==> src/rtl/fc_argmax_if.sv <==
// Stream bundle between the BNN core, the argmax block and the host wrapper.
// The slave modport is the argmax side. The master modport is the core/host side.
interface fc_argmax_if #(
  parameter int DATA_W = 32,
  parameter int IDX_W  = 4
);
  logic              start_cnn;
  logic              cnn_done;
  logic              result_tvalid;
  logic [DATA_W-1:0] result_tdata;
  logic              class_tvalid;
  logic              class_tready;
  logic [IDX_W-1:0]  class_tdata;
  logic [DATA_W-1:0] class_score;
  logic              frame_err;
  logic [IDX_W-1:0]  beat_cnt;

  modport slave (
    input  start_cnn, cnn_done, result_tvalid, result_tdata, class_tready,
    output class_tvalid, class_tdata, class_score, frame_err, beat_cnt
  );

  modport master (
    output start_cnn, cnn_done, result_tvalid, result_tdata, class_tready,
    input  class_tvalid, class_tdata, class_score, frame_err, beat_cnt
  );
endinterface

==> src/rtl/fc_argmax.sv <==
// Running signed argmax over the per-frame FC score stream.
// The winning class index and score are presented on a ready/valid output, and malformed frames are flagged.
module fc_argmax #(
  parameter int NUM_CLASS = 10,
  parameter int DATA_W    = 32,
  parameter int IDX_W     = 4
) (
  input  logic        clk,
  input  logic        rstn,
  fc_argmax_if.slave  bus
);

  typedef enum logic [1:0] {
    IDLE    = 2'd0,
    COLLECT = 2'd1,
    OUT     = 2'd2
  } state_t;

  localparam logic [DATA_W-1:0] MOST_NEG = {1'b1, {(DATA_W-1){1'b0}}};
  localparam logic [IDX_W-1:0]  LAST_IDX = IDX_W'(NUM_CLASS - 1);
  localparam logic [IDX_W-1:0]  SAT_CNT  = IDX_W'(NUM_CLASS);

  state_t            state_q, state_d;
  logic [IDX_W-1:0]  beat_cnt_q, beat_cnt_d;
  logic [DATA_W-1:0] max_q, max_d;
  logic [IDX_W-1:0]  idx_q, idx_d;
  logic              class_tvalid_q, class_tvalid_d;
  logic [IDX_W-1:0]  class_tdata_q, class_tdata_d;
  logic [DATA_W-1:0] class_score_q, class_score_d;
  logic              frame_err_q, frame_err_d;

  logic              fresh_s, accept_s, load_s, last_s, handshake_s;
  logic [IDX_W-1:0]  cnt_base_s, new_idx_s;
  logic [DATA_W-1:0] max_base_s, new_max_s;

  // A beat starting a frame (explicit or implicit) compares against a cleared max/count
  always_comb begin
    fresh_s     = bus.start_cnn || (state_q == IDLE);
    cnt_base_s  = fresh_s ? {IDX_W{1'b0}} : beat_cnt_q;
    max_base_s  = fresh_s ? MOST_NEG : max_q;
    accept_s    = bus.result_tvalid && (bus.start_cnn || (state_q != OUT));
    load_s      = (cnt_base_s == {IDX_W{1'b0}}) ||
                  ($signed(bus.result_tdata) > $signed(max_base_s));
    last_s      = accept_s && (cnt_base_s == LAST_IDX);
    new_idx_s   = load_s ? cnt_base_s : idx_q;
    new_max_s   = load_s ? bus.result_tdata : max_base_s;
    handshake_s = class_tvalid_q && bus.class_tready;
  end

  // State register plus all datapath/output registers
  always_ff @(posedge clk) begin
    if (!rstn) begin
      state_q        <= IDLE;
      beat_cnt_q     <= {IDX_W{1'b0}};
      max_q          <= MOST_NEG;
      idx_q          <= {IDX_W{1'b0}};
      class_tvalid_q <= 1'b0;
      class_tdata_q  <= {IDX_W{1'b0}};
      class_score_q  <= {DATA_W{1'b0}};
      frame_err_q    <= 1'b0;
    end else begin
      state_q        <= state_d;
      beat_cnt_q     <= beat_cnt_d;
      max_q          <= max_d;
      idx_q          <= idx_d;
      class_tvalid_q <= class_tvalid_d;
      class_tdata_q  <= class_tdata_d;
      class_score_q  <= class_score_d;
      frame_err_q    <= frame_err_d;
    end
  end

  // Next-state logic; start_cnn overrides whatever the FSM was doing
  always_comb begin
    state_d = state_q;
    if (bus.start_cnn) begin
      state_d = last_s ? OUT : COLLECT;
    end else begin
      case (state_q)
        IDLE:    state_d = accept_s ? (last_s ? OUT : COLLECT) : IDLE;
        COLLECT: state_d = last_s ? OUT : (bus.cnn_done ? IDLE : COLLECT);
        OUT:     state_d = handshake_s ? IDLE : OUT;
        default: state_d = IDLE;
      endcase
    end
  end

  // Datapath and output next values
  always_comb begin
    beat_cnt_d     = beat_cnt_q;
    max_d          = max_q;
    idx_d          = idx_q;
    class_tvalid_d = class_tvalid_q;
    class_tdata_d  = class_tdata_q;
    class_score_d  = class_score_q;
    frame_err_d    = frame_err_q;

    if (bus.start_cnn) begin
      beat_cnt_d     = {IDX_W{1'b0}};
      max_d          = MOST_NEG;
      class_tvalid_d = 1'b0;
      frame_err_d    = 1'b0;
    end else begin
      case (state_q)
        IDLE:    frame_err_d = frame_err_q;
        COLLECT: frame_err_d = frame_err_q || (bus.cnn_done && !last_s);
        OUT: begin
          frame_err_d    = frame_err_q || bus.result_tvalid;
          class_tvalid_d = handshake_s ? 1'b0 : class_tvalid_q;
        end
        default: frame_err_d = frame_err_q;
      endcase
    end

    if (accept_s) begin
      beat_cnt_d = (cnt_base_s == SAT_CNT) ? SAT_CNT : cnt_base_s + {{(IDX_W-1){1'b0}}, 1'b1};
      max_d      = new_max_s;
      idx_d      = new_idx_s;
    end else begin
      idx_d      = idx_q;
    end

    // Result includes the final beat's own update
    if (last_s) begin
      class_tvalid_d = 1'b1;
      class_tdata_d  = new_idx_s;
      class_score_d  = new_max_s;
    end else begin
      class_tdata_d  = class_tdata_q;
    end
  end

  assign bus.class_tvalid = class_tvalid_q;
  assign bus.class_tdata  = class_tdata_q;
  assign bus.class_score  = class_score_q;
  assign bus.frame_err    = frame_err_q;
  assign bus.beat_cnt     = beat_cnt_q;

endmodule

==> src/flat_wrapper.sv <==
// flat-port wrapper written by rule: the top's interface ports become plain ports
module fc_argmax_flat 
#(
  parameter int NUM_CLASS = 10,
  parameter int DATA_W    = 32,
  parameter int IDX_W     = 4
)
  (clk, rstn, bus_start_cnn, bus_cnn_done, bus_result_tvalid, bus_result_tdata, bus_class_tready, bus_class_tvalid, bus_class_tdata, bus_class_score, bus_frame_err, bus_beat_cnt);
  fc_argmax_if #(.DATA_W(DATA_W), .IDX_W(IDX_W)) bus_i ();
  input  logic clk;
  input  logic rstn;
  input wire logic [$bits(bus_i.start_cnn)-1:0] bus_start_cnn;
  input wire logic [$bits(bus_i.cnn_done)-1:0] bus_cnn_done;
  input wire logic [$bits(bus_i.result_tvalid)-1:0] bus_result_tvalid;
  input wire logic [$bits(bus_i.result_tdata)-1:0] bus_result_tdata;
  input wire logic [$bits(bus_i.class_tready)-1:0] bus_class_tready;
  output wire logic [$bits(bus_i.class_tvalid)-1:0] bus_class_tvalid;
  output wire logic [$bits(bus_i.class_tdata)-1:0] bus_class_tdata;
  output wire logic [$bits(bus_i.class_score)-1:0] bus_class_score;
  output wire logic [$bits(bus_i.frame_err)-1:0] bus_frame_err;
  output wire logic [$bits(bus_i.beat_cnt)-1:0] bus_beat_cnt;
  assign bus_i.start_cnn = bus_start_cnn;
  assign bus_i.cnn_done = bus_cnn_done;
  assign bus_i.result_tvalid = bus_result_tvalid;
  assign bus_i.result_tdata = bus_result_tdata;
  assign bus_i.class_tready = bus_class_tready;
  assign bus_class_tvalid = bus_i.class_tvalid;
  assign bus_class_tdata = bus_i.class_tdata;
  assign bus_class_score = bus_i.class_score;
  assign bus_frame_err = bus_i.frame_err;
  assign bus_beat_cnt = bus_i.beat_cnt;
  fc_argmax #(.NUM_CLASS(NUM_CLASS), .DATA_W(DATA_W), .IDX_W(IDX_W)) u_core (.clk(clk), .rstn(rstn), .bus(bus_i));
endmodule
==> config.mk <==
export PLATFORM = sky130hd
export DESIGN_NAME = fc_argmax_flat
export DESIGN_NICKNAME = d
export VERILOG_FILES = /design/src/rtl/fc_argmax_if.sv /design/src/rtl/fc_argmax.sv /design/src/flat_wrapper.sv
export SDC_FILE = /design/constraint.sdc
export NUM_CORES = 1
export LEC_CHECK = 0
export ABC_AREA = 0
export CAP_MARGIN = 0
export CORE_MARGIN = 2
export CORE_UTILIZATION = 30
export DETAILED_ROUTE_END_ITERATION = 12
export PLACE_DENSITY = 0.57
export REMOVE_ABC_BUFFERS = 1
export SLEW_MARGIN = 20
export SYNTH_ARGS = -nofsm -noshare
export SYNTH_HDL_FRONTEND = slang
export SYNTH_SLANG_ARGS = --single-unit
==> constraint.sdc <==
create_clock -name clk -period 10 [get_ports clk]
set_input_delay 1.5 -clock clk [delete_from_list [all_inputs] [get_ports clk]]
set_output_delay 1.5 -clock clk [all_outputs]
set_load 0.005 [all_outputs]
==> metrics.log <==
INFO  metric status = complete, no violations
INFO  metric worst_skew_late_latency = 0.33 ns
INFO  metric grt-ovfl-total = 0
INFO  metric drive_above_1_share = 6.11%
INFO  metric dr.pass1.iters = 4
INFO  metric warnings_from_yosys = 0
INFO  metric synth_cells = 457
INFO  metric drcViolationCount = 0
INFO  metric gp_congestion = 0.807
INFO  metric timing.max_slew.rel_slack = 36.1%
INFO  metric synth_area_leader_cell = sky130_fd_sc_hd__dfxtp_1
INFO  metric final-max-slew-violation-count = 0
INFO  metric dp_hpwl = 7.38 mm
INFO  metric fmax = 181 MHz
INFO  metric mappedNetlistArea = ~4100 um2
INFO  metric min_period = 5.53 ns
INFO  metric vdd_ir_drop_max = 0.0758 mV
INFO  metric tritoncts = done
INFO  metric rsz_0062_raised_after_global_routing = false
INFO  metric clock_skew = approximately 0.0091 ns
INFO  metric ff2ff_path_depth = 13
INFO  metric timing_hold_violations_final = 0
INFO  metric setup_viol_count_final = 0
INFO  metric critPathTopFamily = compound AO/OA/AOI/OAI gates
INFO  metric timing.critical_path.cells = clkdlybuf4s50_1 -> nor2_2 -> buf_4 -> nand2_1 -> ha_1 -> a21oi_1 -> nand2_1 -> a221oi_1 -> a31oi_4 -> o311ai_4 -> a32o_2 -> a22o_1
INFO  metric finalNetCount = approximately 600
INFO  metric path_class_of_the_lowest_slack_min_delay_path = reg2reg
INFO  metric yosys.cell_count.top_type = sky130_fd_sc_hd__dfxtp_1
INFO  metric power_per_cell_area = 134 nW/um2
INFO  metric critical_path_buf_inv_count = 2
INFO  metric layout.area.seq = roughly 1600 um2
INFO  metric routed_wl = 10.7 mm
INFO  metric finalCritPeriodShare = 55.3%
INFO  metric synth.yosys.seq_area_share = between 30 and 40%
INFO  metric tightestPinTransition = 0.956 ns
INFO  metric yosys_register_bits = 80
INFO  metric maxCapViolations = 0
INFO  metric synthDominantCellAreaShare = 38.7%
INFO  metric syn_area_per_cell = 9.05 um2
INFO  metric fp.dieArea = 14700 um2
INFO  metric cp_slowest_stage_delay = 0.87 ns
INFO  metric drt_iter0_markers = around 250
INFO  metric worst-path-max-fanout = 36
INFO  metric insertedDiodeCount = 0
INFO  metric synth-edff-count = 0
INFO  metric area_delta_synth_final = 28.1%
INFO  metric cts_hold_repair.buffers = 0
INFO  metric start_kind = input port
INFO  metric placeableCoreArea = 13300 um2
INFO  metric die_w = 121 um
INFO  metric synth_ff_type = sky130_fd_sc_hd__dfxtp_1
INFO  metric grt_pass1_vias = 3665
INFO  metric drtAntennaViolNets = 0
INFO  metric filler_cell_count = 1336
INFO  metric clkTransAtPathRegs = 0.06 ns
INFO  metric synth-async-reset-ratio = 0%
INFO  metric grt_start_max_net_pins = 71
INFO  metric post-route-cell-area = between 5000 and 6000 um2
INFO  metric timing.critical_path.slowest_stage_cell = sky130_fd_sc_hd__o311ai_4
INFO  metric multiInputGateArea = 2340 um2
INFO  metric routed-via-count = 3663
INFO  metric post_synth_main_area_contributors = sky130_fd_sc_hd__dfxtp_1 39%, sky130_fd_sc_hd__ha_1 12%, sky130_fd_sc_hd__a22o_1 6.6%
INFO  metric buffers_from_clock_root_to_sink_at_most = 2
INFO  metric wl_per_cell = 15.4 um
INFO  metric commonest_cells_in_the_synthesized_netlist = 80 x sky130_fd_sc_hd__dfxtp_1, 60 x sky130_fd_sc_hd__nand2_1, 46 x sky130_fd_sc_hd__o21ai_0
INFO  metric placement_rows = 42
INFO  metric root_buffer = sky130_fd_sc_hd__clkbuf_16
INFO  metric initial_core_util = 31.0%
INFO  metric cts_setup_buffers = 0
INFO  metric cts.htree.levels = 3
INFO  metric dieHeight = approximately 120 um
INFO  metric numClockSinks = 80
INFO  metric grt_pass1_wl = ~18 mm
INFO  metric place.port_buffers = 79
INFO  metric timing.critical_path.required = roughly 10 ns
INFO  metric library_cell_appearing_most_often_on_the_critical_path = sky130_fd_sc_hd__nand2_1
INFO  metric placed_cell_area = between 5000 and 6000 um2
INFO  metric timing.critical_path.depth = 12
INFO  metric cp_data_arrival_time = approximately 5.8 ns
INFO  metric worstSetupEndpointType = register
INFO  metric timing.hold.worst_path_depth = 2
INFO  metric worst-setup-path-type = in2reg
INFO  metric grt_use_total = approximately 15%
INFO  metric ioPinCount = 80
INFO  metric drt-vias-per-instance = approximately 5.2
INFO  metric cts_repair_resize_count = 0
INFO  metric antenna_found_initial = 0
INFO  metric synth_cell_types = 47
INFO  metric hold-worst-slack = between 0.4 and 0.5 ns
INFO  metric static_leakage_power = 1.91 nW
INFO  metric cts_buffers = 9
INFO  metric timing.setup.tns = 0 ns
[final cells by class]
type,count,area share [%]
inverter,9,0.637
clock buffer,12,4.84
multi-input combinational,336,44.2
tap,176,4.15
clock inverter,3,0.331
sequential,80,30.2
timing repair buffer,84,15.6
[layout by cell type, fill, tap and decap left out, drive strengths merged, types with 2 or more instances in the layout]
cell type / instances
clkinv: 2
a22oi: 2
a221oi: 2
a32o: 2
a31oi: 2
clkdlybuf4s50: 79
inv: 9
mux2i: 6
clkbuf: 12
a22o: 31
a311oi: 30
nand3: 8
o21ai: 47
nor3: 30
a21o: 4
nor2: 10
ha: 40
and3: 4
nor2b: 4
nand2b: 5
dfxtp: 80
nor3b: 2
nand2: 62
nand4: 5
a21oi: 22
a21boi: 3
and2: 5
buf: 5
nor4: 2
[registers in the layout, indices dropped and copies added (netlist names)]
register                 cells
u_core.max_q                32
u_core.state_q               2
u_core.bus.class_score      32
u_core.bus.frame_err         1
u_core.idx_q                 4
u_core.bus.beat_cnt          4
u_core.bus.class_tdata       4
u_core.bus.class_tvalid      1
[layer usage]
layer | vias to the layer above | track usage (%) | part of all wire [%]
met4 | 0 | 4.81 | 1.3
met5 | - | 0 | 0
met2 | 99 | 24.6 | 45
met1 | 1702 | 20.2 | 48
met3 | 12 | 2.58 | 5.2
li1 | 1850 | - | -
[kinds of logic after synthesis]
family	count (synthesis)	share of synthesized area (%)
AOI/OAI and AO/OA	150	26.2
buffers and inverters	41	4.93
and+or+nand+nor	140	16.6
adders and majority gates	40	12.1
DFF	80	38.7
muxes	6	1.45
[tightest hold or removal path, stage by stage (launching register included)]
cell	delay, ns
sky130_fd_sc_hd__dfxtp_1	0.31
sky130_fd_sc_hd__nand2_1	0.05
sky130_fd_sc_hd__mux2i_1	0.06
[stage by stage]
stage | worst slack (ns) | util [%] | power [mW] | instances
finish | 4.47 | 39.7 | 0.710 | 700
floorplan | 3.37 | - | 0.375 | 425
CTS | 4.45 | 39.7 | 0.716 | 700
global placement | 4.21 | 37.6 | 0.410 | 685
global route | 4.05 | 39.7 | 0.737 | 700
detailed placement | 4.15 | 37.6 | 0.412 | 685
[final timing paths]
check                    startpoint               end  slack [ns]
setup / recovery      bus_start_cnn  u_core.max_q[19]        4.47
hold reg to reg     u_core.idx_q[0]   u_core.idx_q[0]        0.47
setup reg to reg  u_core.state_q[0]  u_core.max_q[19]        5.44
hold / removal      u_core.idx_q[0]   u_core.idx_q[0]        0.47
[power breakdown]
| part | switching (mW) | leakage, nW | total, mW | internal, mW |
|---|---|---|---|---|
| Sequential | 0.00422 | 0.650 | 0.331 | 0.326 |
| Combinational | 0.0392 | 1.12 | 0.0740 | 0.0349 |
| Clock | 0.126 | 0.134 | 0.305 | 0.180 |
Power figures use the tool's default switching activity.
